<file path="src/rtl/reg_sel_pkg.sv">
`default_nettype none
// ============================================================================
// Module   : reg_sel_pkg
// Brief    : Shared state encodings for the register-select decoder.
// Revision : 1.0
// ============================================================================
package reg_sel_pkg;

    localparam int unsigned c_STATE_W = 2;

    localparam logic [c_STATE_W-1:0] c_ST_IDLE = 2'd0;
    localparam logic [c_STATE_W-1:0] c_ST_SCAN = 2'd1;
    localparam logic [c_STATE_W-1:0] c_ST_DONE = 2'd2;

endpackage : reg_sel_pkg
`default_nettype wire

</file>
<file path="src/rtl/onehot_decode.sv">
`default_nettype none
// ============================================================================
// Module   : onehot_decode
// Brief    : Combinational binary-to-one-hot decoder.
// Revision : 1.0
// ============================================================================
module onehot_decode #(
    parameter int ADDR_W = 6,
    localparam int OUT_W = 2**ADDR_W
) (
    input  logic [ADDR_W-1:0] i_sel,
    output logic [OUT_W-1:0]  o_onehot
);

    for (genvar k = 0; k < OUT_W; k++) begin : g_bit
        assign o_onehot[k] = (i_sel == ADDR_W'(k));
    end

endmodule : onehot_decode
`default_nettype wire

</file>
<file path="src/rtl/reg_sel_decoder.sv">
`default_nettype none
// ============================================================================
// Module   : reg_sel_decoder
// Brief    : Registered one-hot select with single-address and sweep modes.
// Revision : 1.0
// ============================================================================
module reg_sel_decoder
    import reg_sel_pkg::*;
#(
    parameter int ADDR_W = 6,
    localparam int OUT_W = 2**ADDR_W
) (
    input  logic              clk,
    input  logic              rst,
    input  logic              en,
    input  logic [ADDR_W-1:0] addr,
    input  logic              scan_start,
    output logic [OUT_W-1:0]  O,
    output logic              valid,
    output logic              busy,
    output logic              done
);

    localparam logic [ADDR_W-1:0] c_IDX_LAST = {ADDR_W{1'b1}};

    logic [c_STATE_W-1:0] r_state;
    logic [c_STATE_W-1:0] w_state_next;
    logic [ADDR_W-1:0]    r_idx;
    logic [ADDR_W-1:0]    w_idx_next;
    logic [ADDR_W-1:0]    w_idx_inc;
    logic                 w_idx_last;
    logic [ADDR_W-1:0]    w_dec_sel;
    logic [OUT_W-1:0]     w_dec_onehot;

    logic [OUT_W-1:0]     r_o;
    logic                 r_valid;
    logic                 r_busy;
    logic                 r_done;
    logic [OUT_W-1:0]     w_o_next;
    logic                 w_valid_next;
    logic                 w_busy_next;
    logic                 w_done_next;

    assign w_idx_inc  = r_idx + ADDR_W'(1);
    assign w_idx_last = (r_idx == c_IDX_LAST);

    // During a sweep the decoder looks one index ahead, since O is registered.
    assign w_dec_sel = (r_state == c_ST_SCAN) ? w_idx_inc
                     : (scan_start ? '0 : addr);

    onehot_decode #(
        .ADDR_W (ADDR_W)
    ) u_onehot_decode (
        .i_sel    (w_dec_sel),
        .o_onehot (w_dec_onehot)
    );

    always_ff @(posedge clk or posedge rst) begin
        if (rst) begin
            r_state <= c_ST_IDLE;
            r_idx   <= '0;
            r_o     <= '0;
            r_valid <= 1'b0;
            r_busy  <= 1'b0;
            r_done  <= 1'b0;
        end else begin
            r_state <= w_state_next;
            r_idx   <= w_idx_next;
            r_o     <= w_o_next;
            r_valid <= w_valid_next;
            r_busy  <= w_busy_next;
            r_done  <= w_done_next;
        end
    end

    always_comb begin
        w_state_next = r_state;
        w_idx_next   = r_idx;
        case (r_state)
            c_ST_IDLE: begin
                if (scan_start) begin
                    w_state_next = c_ST_SCAN;
                    w_idx_next   = '0;
                end
            end
            c_ST_SCAN: begin
                if (w_idx_last) begin
                    w_state_next = c_ST_DONE;
                end else begin
                    w_idx_next = w_idx_inc;
                end
            end
            c_ST_DONE: begin
                w_state_next = c_ST_IDLE;
                w_idx_next   = '0;
            end
            default: begin
                w_state_next = c_ST_IDLE;
                w_idx_next   = '0;
            end
        endcase
    end

    always_comb begin
        w_o_next     = '0;
        w_valid_next = 1'b0;
        w_busy_next  = 1'b0;
        w_done_next  = 1'b0;
        case (r_state)
            c_ST_IDLE: begin
                if (scan_start) begin
                    w_o_next     = w_dec_onehot;
                    w_valid_next = 1'b1;
                    w_busy_next  = 1'b1;
                end else if (en) begin
                    w_o_next     = w_dec_onehot;
                    w_valid_next = 1'b1;
                end
            end
            c_ST_SCAN: begin
                if (w_idx_last) begin
                    w_done_next = 1'b1;
                end else begin
                    w_o_next     = w_dec_onehot;
                    w_valid_next = 1'b1;
                    w_busy_next  = 1'b1;
                end
            end
            default: begin
                w_o_next = '0;
            end
        endcase
    end

    assign O     = r_o;
    assign valid = r_valid;
    assign busy  = r_busy;
    assign done  = r_done;

endmodule : reg_sel_decoder
`default_nettype wire

</file>
<file path="config.mk">
export PLATFORM = sky130hd
export DESIGN_NAME = reg_sel_decoder
export DESIGN_NICKNAME = d
export VERILOG_FILES = /design/src/rtl/reg_sel_pkg.sv /design/src/rtl/onehot_decode.sv /design/src/rtl/reg_sel_decoder.sv
export SDC_FILE = /design/constraint.sdc
export NUM_CORES = 1
export LEC_CHECK = 0
export CAP_MARGIN = 20
export CORE_ASPECT_RATIO = 2
export CORE_MARGIN = 5
export CORE_UTILIZATION = 47
export CTS_CLUSTER_DIAMETER = 50
export DETAILED_ROUTE_END_ITERATION = 10
export PLACE_DENSITY = 0.8
export SETUP_SLACK_MARGIN = 0.3
export SYNTH_ARGS = -nofsm -noshare
export SYNTH_HDL_FRONTEND = slang
export SYNTH_SLANG_ARGS = --single-unit
</file>
<file path="constraint.sdc">
create_clock -name clk -period 3 [get_ports clk]
set_clock_uncertainty 0.15 [all_clocks]
set_input_delay 0.6 -clock clk [delete_from_list [all_inputs] [get_ports clk]]
set_output_delay 0.6 -clock clk [all_outputs]
set_load 0.02 [all_outputs]
</file>
==> qor.yml, run 1 <==
drt:
  routed_wl_um: 6840
  viasPerCell: 5.37
  vias: 2031
  drtIter0Drc: 48
  drc_errors: 0
  first_pass_iters: 4
  antenna_violating_nets_post_route: 0
  wl_per_cell_um: 18.1
yosys:
  syn_inst: 227
  yosysUniqueCellTypes: 43
  ys_seq_area_frac: 0.670
  syn-cell-area_sq_um: 2800
  syn_nets: 238
  synth_seq_cells: 75
  async_reset_ff_frac: 1.00
  synth_warnings: 0
  syn-mean-instance-area_sq_um: 12.3
  synth-edff-count: 0
  postSynth.topFlopCell: "dfrtp_1"
power_and_ir_drop:
  ir_drop_v: 0.000905
  fin_total_pwr_mw: 4.17
  p_leak_nw: 1.77
  power_density_nw_per_um2: 1050
clocking:
  cts_setup_buffers: 0
  cts_buffer_depth: 2
  path_clk_slew_ps: 50
  hold_buffers: 0
  cts_max_level: 3
  numCtsBuffers: 9
  clock_latency_ps: 330
  cts_tree: "yes"
  cts_num_sinks: 75
  post_cts_resized: 0
  cts_root_buffer: "clkbuf_16"
run:
  drv_cap: 0
floorplan:
  core_area_sq_um: 5760
  initial_utilization: 0.487
  die_width_um: 64.6
  dieHeight_um: 119
  dieArea_sq_um: 7700
  row_count: 39
  ioPinCount: 77
global_route:
  grt.total_usage: 0.190
  grt_start_max_net_pins: 28
  grt_antenna_before_repair: 0
  grt_pass1_vias: 2134
  overflow: 0
  grt_pass1_wl_um: 10800
layout:
  antenna_cells: 0
  design_area_sq_um: 3960
  layout.nets: 324
  final_core_util: 0.688
  layout_common_cells: "clkdlybuf4s50_1 (76), dfrtp_1 (75), nor2_1 (53)"
  mostFrequentLayoutCell: "clkdlybuf4s50_1"
  syn_to_final_growth_pct: 41.4
  drive_above_1_share: 0.126
sta:
  grt_setup_unrepaired: "false"
  max-slew-margin-rel: 0.568
  finalSetupViolCount: 0
  drv_slew: 0
  worst_pin_slew_ps: 647
  fin_tns_setup_ps: 0
  fin_ws_ps: 509
  hold_violations: 0
  period_share: 0.830
  fmax_mhz: 401
  min_period_ps: 2490
critical_path:
  critPathLaunchType: "flop"
  path_class: "flop to flop"
  r2r_start: "r_state[1]$_DFFE_PP0P_"
  path_cells: "nor2b_1 > nor2_8 > a21oi_2 > nand2b_1 > nor3_1"
  cp_max_fo: 16
  critPathArrivalTime_ps: 2570
  rrSetupSlack_ps: 510
  crit_path_end_kind: "flop"
  cp.required_ps: 3080
  critPathSlowestCell: "nor2b_1"
  max_stage_delay_ps: 560
  startpoint: "r_state[1]$_DFFE_PP0P_"
status:
  status: "finished clean"
place:
  routabilityCongestion: 0.900
  portBuffers: 76
  place_hpwl_um: 5290
  place_area_sq_um: 3630
  place_ws_ps: 249
worst_hold_path:
  hp-class: "flop to flop"
  holdCritStartpoint: "r_idx[1]$_DFFE_PP0P_"
critical path, delay by kind of cell (launching register included):
family             cells  cell delay, ps
and+or+nand+nor        4            1400
DFF                    1             480
AOI/OAI and AO/OA      1             340
metal layers:
layer,vias to the layer above,global-route usage,routed length [um]
met5,-,0,0
met2,66,0.374,4210
met1,1017,0.173,2120
met3,16,0.0395,306
met4,0,0.101,215
li1,932,-,-
final timing paths:
kind,end,cells after the start
worst min-delay path,r_idx[1]$_DFFE_PP0P_,2
worst min register to register,r_idx[1]$_DFFE_PP0P_,2
worst max-delay path,O[9]$_DFF_PP0_,5
max in group asynchronous,O[53]$_DFF_PP0_,3
min in group asynchronous,O[62]$_DFF_PP0_,2
worst max register to register,O[9]$_DFF_PP0_,5
layout make-up:
class | instances | area (sq um)
clock buffer | 10 | 229
clock inverter | 5 | 103
fill | 439 | 1800
inverter | 4 | 15.0
multi-input combinational | 140 | 836
sequential | 75 | 1880
tap | 61 | 76.3
timing repair buffer | 83 | 826
through the flow:
stage | hold slack, ps | instances
after global placement | 343 | 363
final | 376 | 378
after CTS | 369 | 378
after detailed placement | 359 | 363
after floorplan | 326 | 227
after global routing | 424 | 378
logic make-up after synthesis:
group,count (synthesis),share of synthesized area
buffers and inverters,12,0.0317
AO/OA/AOI/OAI,20,0.0728
XOR/XNOR,4,0.0125
flip-flops,75,0.670
adder cells (fa/ha/maj),1,0.00447
AND/OR/NAND/NOR,114,0.205
multiplexers,1,0.00402
report_power, final:
| part | switching, mW | internal, mW | total, mW |
|---|---|---|---|
| Sequential | 0.114 | 1.20 | 1.31 |
| Combinational | 1.09 | 0.590 | 1.68 |
| Clock | 0.373 | 0.805 | 1.18 |
Yosys cell counts (2+ instances only):
master    count  area, sq um
a211o_1       2         17.5
a21oi_1       2         10.0
a31oi_2       2         25.0
and3_1        3         18.8
buf_2         2         10.0
buf_6         5         56.3
dfrtp_1      75         1880
inv_1         4         15.0
nand2_1      10         37.5
nand2_2       4         25.0
nand2b_1      2         12.5
nand3_1       8         40.0
nand3b_1      5         37.5
nand4_1       2         12.5
nor2_1       53          199
nor2b_1       3         18.8
nor3_1       16         80.1
or3b_1        2         17.5
xnor2_1       2         17.5
xor2_1        2         17.5
flip-flops by register name, summed over array words and instances (netlist names):
name,flops
r_idx,6
busy,1
done,1
O,64
valid,1
r_state,2
No activity file was read; power rests on OpenSTA's default activity.
==> run 2, diff against run 1 <==
--- a/config.mk
+++ b/config.mk
@@ -8,10 +8,10 @@
 export CAP_MARGIN = 20
 export CORE_ASPECT_RATIO = 2
 export CORE_MARGIN = 5
-export CORE_UTILIZATION = 47
+export CORE_UTILIZATION = 43
 export CTS_CLUSTER_DIAMETER = 50
 export DETAILED_ROUTE_END_ITERATION = 10
-export PLACE_DENSITY = 0.8
+export PLACE_DENSITY = 0.78
 export SETUP_SLACK_MARGIN = 0.3
 export SYNTH_ARGS = -nofsm -noshare
 export SYNTH_HDL_FRONTEND = slang
==> constraint.sdc (replaced) <==
create_clock -name clk -period 2.02 [get_ports clk]
set_clock_uncertainty 0.15 [all_clocks]
set_input_delay 0.404 -clock clk [delete_from_list [all_inputs] [get_ports clk]]
set_output_delay 0.404 -clock clk [all_outputs]
set_load 0.02 [all_outputs]
==> run 2 against run 1 <==
Compared with the run above:
- the run now ends with negative setup slack left
- worst setup slack worse by 660 ps
- non-clock buffer count is 53 higher
- die area is 8.2% higher
==> qor.yml, run 2 (synthesis results as in run 1) <==
status:
  status: "finished with violations"
  violations: "negative setup slack"
critical_path:
  cpLargestDelayFamily: "compound AO/OA/AOI/OAI gates"
  worst-path-stages: 7  # +2
  critPathArrivalTime_ps: 2270  # -300 ps
  rrSetupSlack_ps: -150  # -660 ps
  critPathLaunchType: "flop"
  r2r_end: "O[10]$_DFF_PP0_"
  cp_max_fo: 9  # -7
  startpoint: "r_idx[0]$_DFFE_PP0P_"
  worstRegToRegCells: 7  # +2
  crit_path_end: "O[10]$_DFF_PP0_"
  cp_num_buf_inv: 1  # +1
  cp.required_ps: 2120  # -960 ps
  path_cells: "ha_4 > and4_4 > a311o_1 > a221oi_4 > nand2_4 > buf_4 > nor3_1"
  path_class: "flop to flop"
  max_stage_delay_ps: 430  # -130 ps
  critPathSlowestCell: "dfrtp_2"
  r2r_start: "r_idx[0]$_DFFE_PP0P_"
  crit_path_end_kind: "flop"
power_and_ir_drop:
  seq_power_share: 0.234  # -0.081
  intPower_mw: 4.67  # +80%
  power_density_nw_per_um2: 1710  # +62%
  ir_drop_v: 0.00128  # +41%
  p_sw_frac: 0.438  # +0.0601
  p_clk_frac: 0.176  # -0.107
  p_leak_nw: 2.46  # +39%
  switchingPower_mw: 3.64  # +130%
  power_frac_comb: 0.590  # +0.188
layout:
  largest_reg_flops: 64  # unchanged
  final_core_util: 0.771  # +0.0830
  syn_to_final_growth_pct: 73.6
  design_area_sq_um: 4860  # +23%
  layout.nets: 378  # +17%
  antenna_cells: 0  # unchanged
  mostFrequentLayoutCell: "dfrtp_1"
  drive_above_1_share: 0.450  # +0.324
  final.fill_count: 385  # -12%
  layout_common_cells: "dfrtp_1 (71), dlygate4sd2_1 (67), buf_4 (38)"
floorplan:
  dieHeight_um: 124  # +4.2%
  row_count: 41  # +5.1%
  dieArea_sq_um: 8330  # +8.2%
  core_area_sq_um: 6310  # +9.6%
  initial_utilization: 0.444  # -0.0425
  ioPinCount: 77  # unchanged
  die_width_um: 67.1  # +3.8%
sta:
  worst_pin_slew_ps: 393  # -254 ps
  fmax_mhz: 461  # +15%
  fin_ws_ps: -149  # -658 ps
  drv_slew: 0  # unchanged
  grt_setup_unrepaired: "true"
  period_share: 1.07  # +0.243
  finalSetupViolCount: 43  # +43
  max-slew-margin-rel: 0.738  # +0.170
  hold_violations: 0  # unchanged
  holdWs_ps: 256  # -120 ps
  fin_tns_setup_ps: -2530  # -2530 ps
  min_period_ps: 2170  # -322 ps
global_route:
  grt_antenna_before_repair: 0  # unchanged
  grt_start_max_net_pins: 38  # +36%
  grt_pass1_vias: 2377  # +11%
  grt.total_usage: 0.216  # +0.0253
  grt_pass1_wl_um: 12500  # +16%
  overflow: 0  # unchanged
drt:
  vias: 2424  # +19%
  drtIter0Drc: 133  # +180%
  drc_errors: 0  # unchanged
  wl_per_cell_um: 20.7  # +14%
  first_pass_iters: 4  # unchanged
  viasPerCell: 5.30  # -1.3%
  antenna_violating_nets_post_route: 0  # unchanged
  routed_wl_um: 9460  # +38%
worst_hold_path:
  hp-class: "primary input to async pin"
place:
  place_ws_ps: -294  # -543 ps
  portBuffers: 76  # unchanged
  place_area_sq_um: 3970  # +9.3%
  routabilityCongestion: 0.855  # -5.0%
  place_hpwl_um: 5780  # +9.2%
run:
  drv_cap: 0  # unchanged
clocking:
  cts_buffer_depth: 2  # unchanged
  cts_tree: "yes"
  numCtsBuffers: 9  # unchanged
  cts_num_sinks: 75  # unchanged
  path_clk_slew_ps: 60  # about the same
  clock_latency_ps: 340  # about the same
  cts_root_buffer: "clkbuf_16"
  cts_max_level: 3  # unchanged
-- run 2: changes by cell type in the layout (fill, tap and decap cells not counted), sizes merged --
cell	before	now
clkdlybuf4s50	76	9
dlygate4sd2	0	67
buf	7	60
bufinv	3	0
clkbuf	10	12
clkinv	1	3
inv	4	3
nand2	14	15
-- run 2: layout make-up --
cell class                      instances  area (sq um)  share of cell area
Clock buffer                           12           256              0.0527
Clock inverter                          3          15.0             0.00309
Inverter                                4          18.8             0.00386
Sequential cell                        75          1880               0.387
Tap cell                               86           108              0.0221
Multi-Input combinational cell        141          1340               0.275
Timing Repair Buffer                  136          1250               0.257
-- run 2: worst reg2reg max path: cells and delay by family (launching register included) --
kind	cells	cell delay, ps
AOI/OAI and AO/OA	2	690
and+or+nand+nor	3	460
DFF	1	430
buffers and inverters	1	180
adders and majority gates	1	170
-- run 2: repair_timing --
| action | in CTS | in global routing |
|---|---|---|
| resized for setup | 127 | 71 |
| hold buffers | 0 | 0 |
| pin swaps | 15 | 18 |
| setup buffers | 7 | 13 |
| endpoints found under the setup margin | 137 | 72 |
| cloned | 1 | 0 |
-- run 2: metal layers --
metal	vias up	GRT usage	routed length [um]
li1	1052	-	-
met1	1250	0.194	2950
met2	92	0.417	5770
met3	30	0.0496	367
met4	0	0.122	370
met5	-	0	0
-- run 2: through the flow --
stage	power (mW)	instances
floorplan	3.82	227
global placement	5.11	421
detailed placement	5.20	421
CTS	7.17	444
global route	8.62	457
finish	8.30	457
-- run 2: how the worst min path moves through the flow --
stage                             end  slack (ps)  cells past startpoint                    from
2_1_floorplan          busy$_DFF_PP0_         360                      1  r_state[1]$_DFFE_PP0P_
4_1_cts               O[49]$_DFF_PP0_         260                      2                     rst
6_report              O[49]$_DFF_PP0_         260                      2                     rst
3_5_place_dp   r_state[0]$_DFFE_PP0P_         330                      1  r_state[1]$_DFFE_PP0P_
5_1_grt               O[49]$_DFF_PP0_         280                      2                     rst
3_3_place_gp   r_state[0]$_DFFE_PP0P_         320                      1  r_state[1]$_DFFE_PP0P_
-- run 2: power by group through the flow --
stage               clock network (mW)  logic [mW]  registers [mW]
finish                            1.46        4.90            1.94
global route                      1.55        5.10            1.97
CTS                               1.45        3.78            1.94
detailed placement                   0        3.23            1.97
global placement                     0        3.15            1.96
floorplan                            0        1.59            2.23
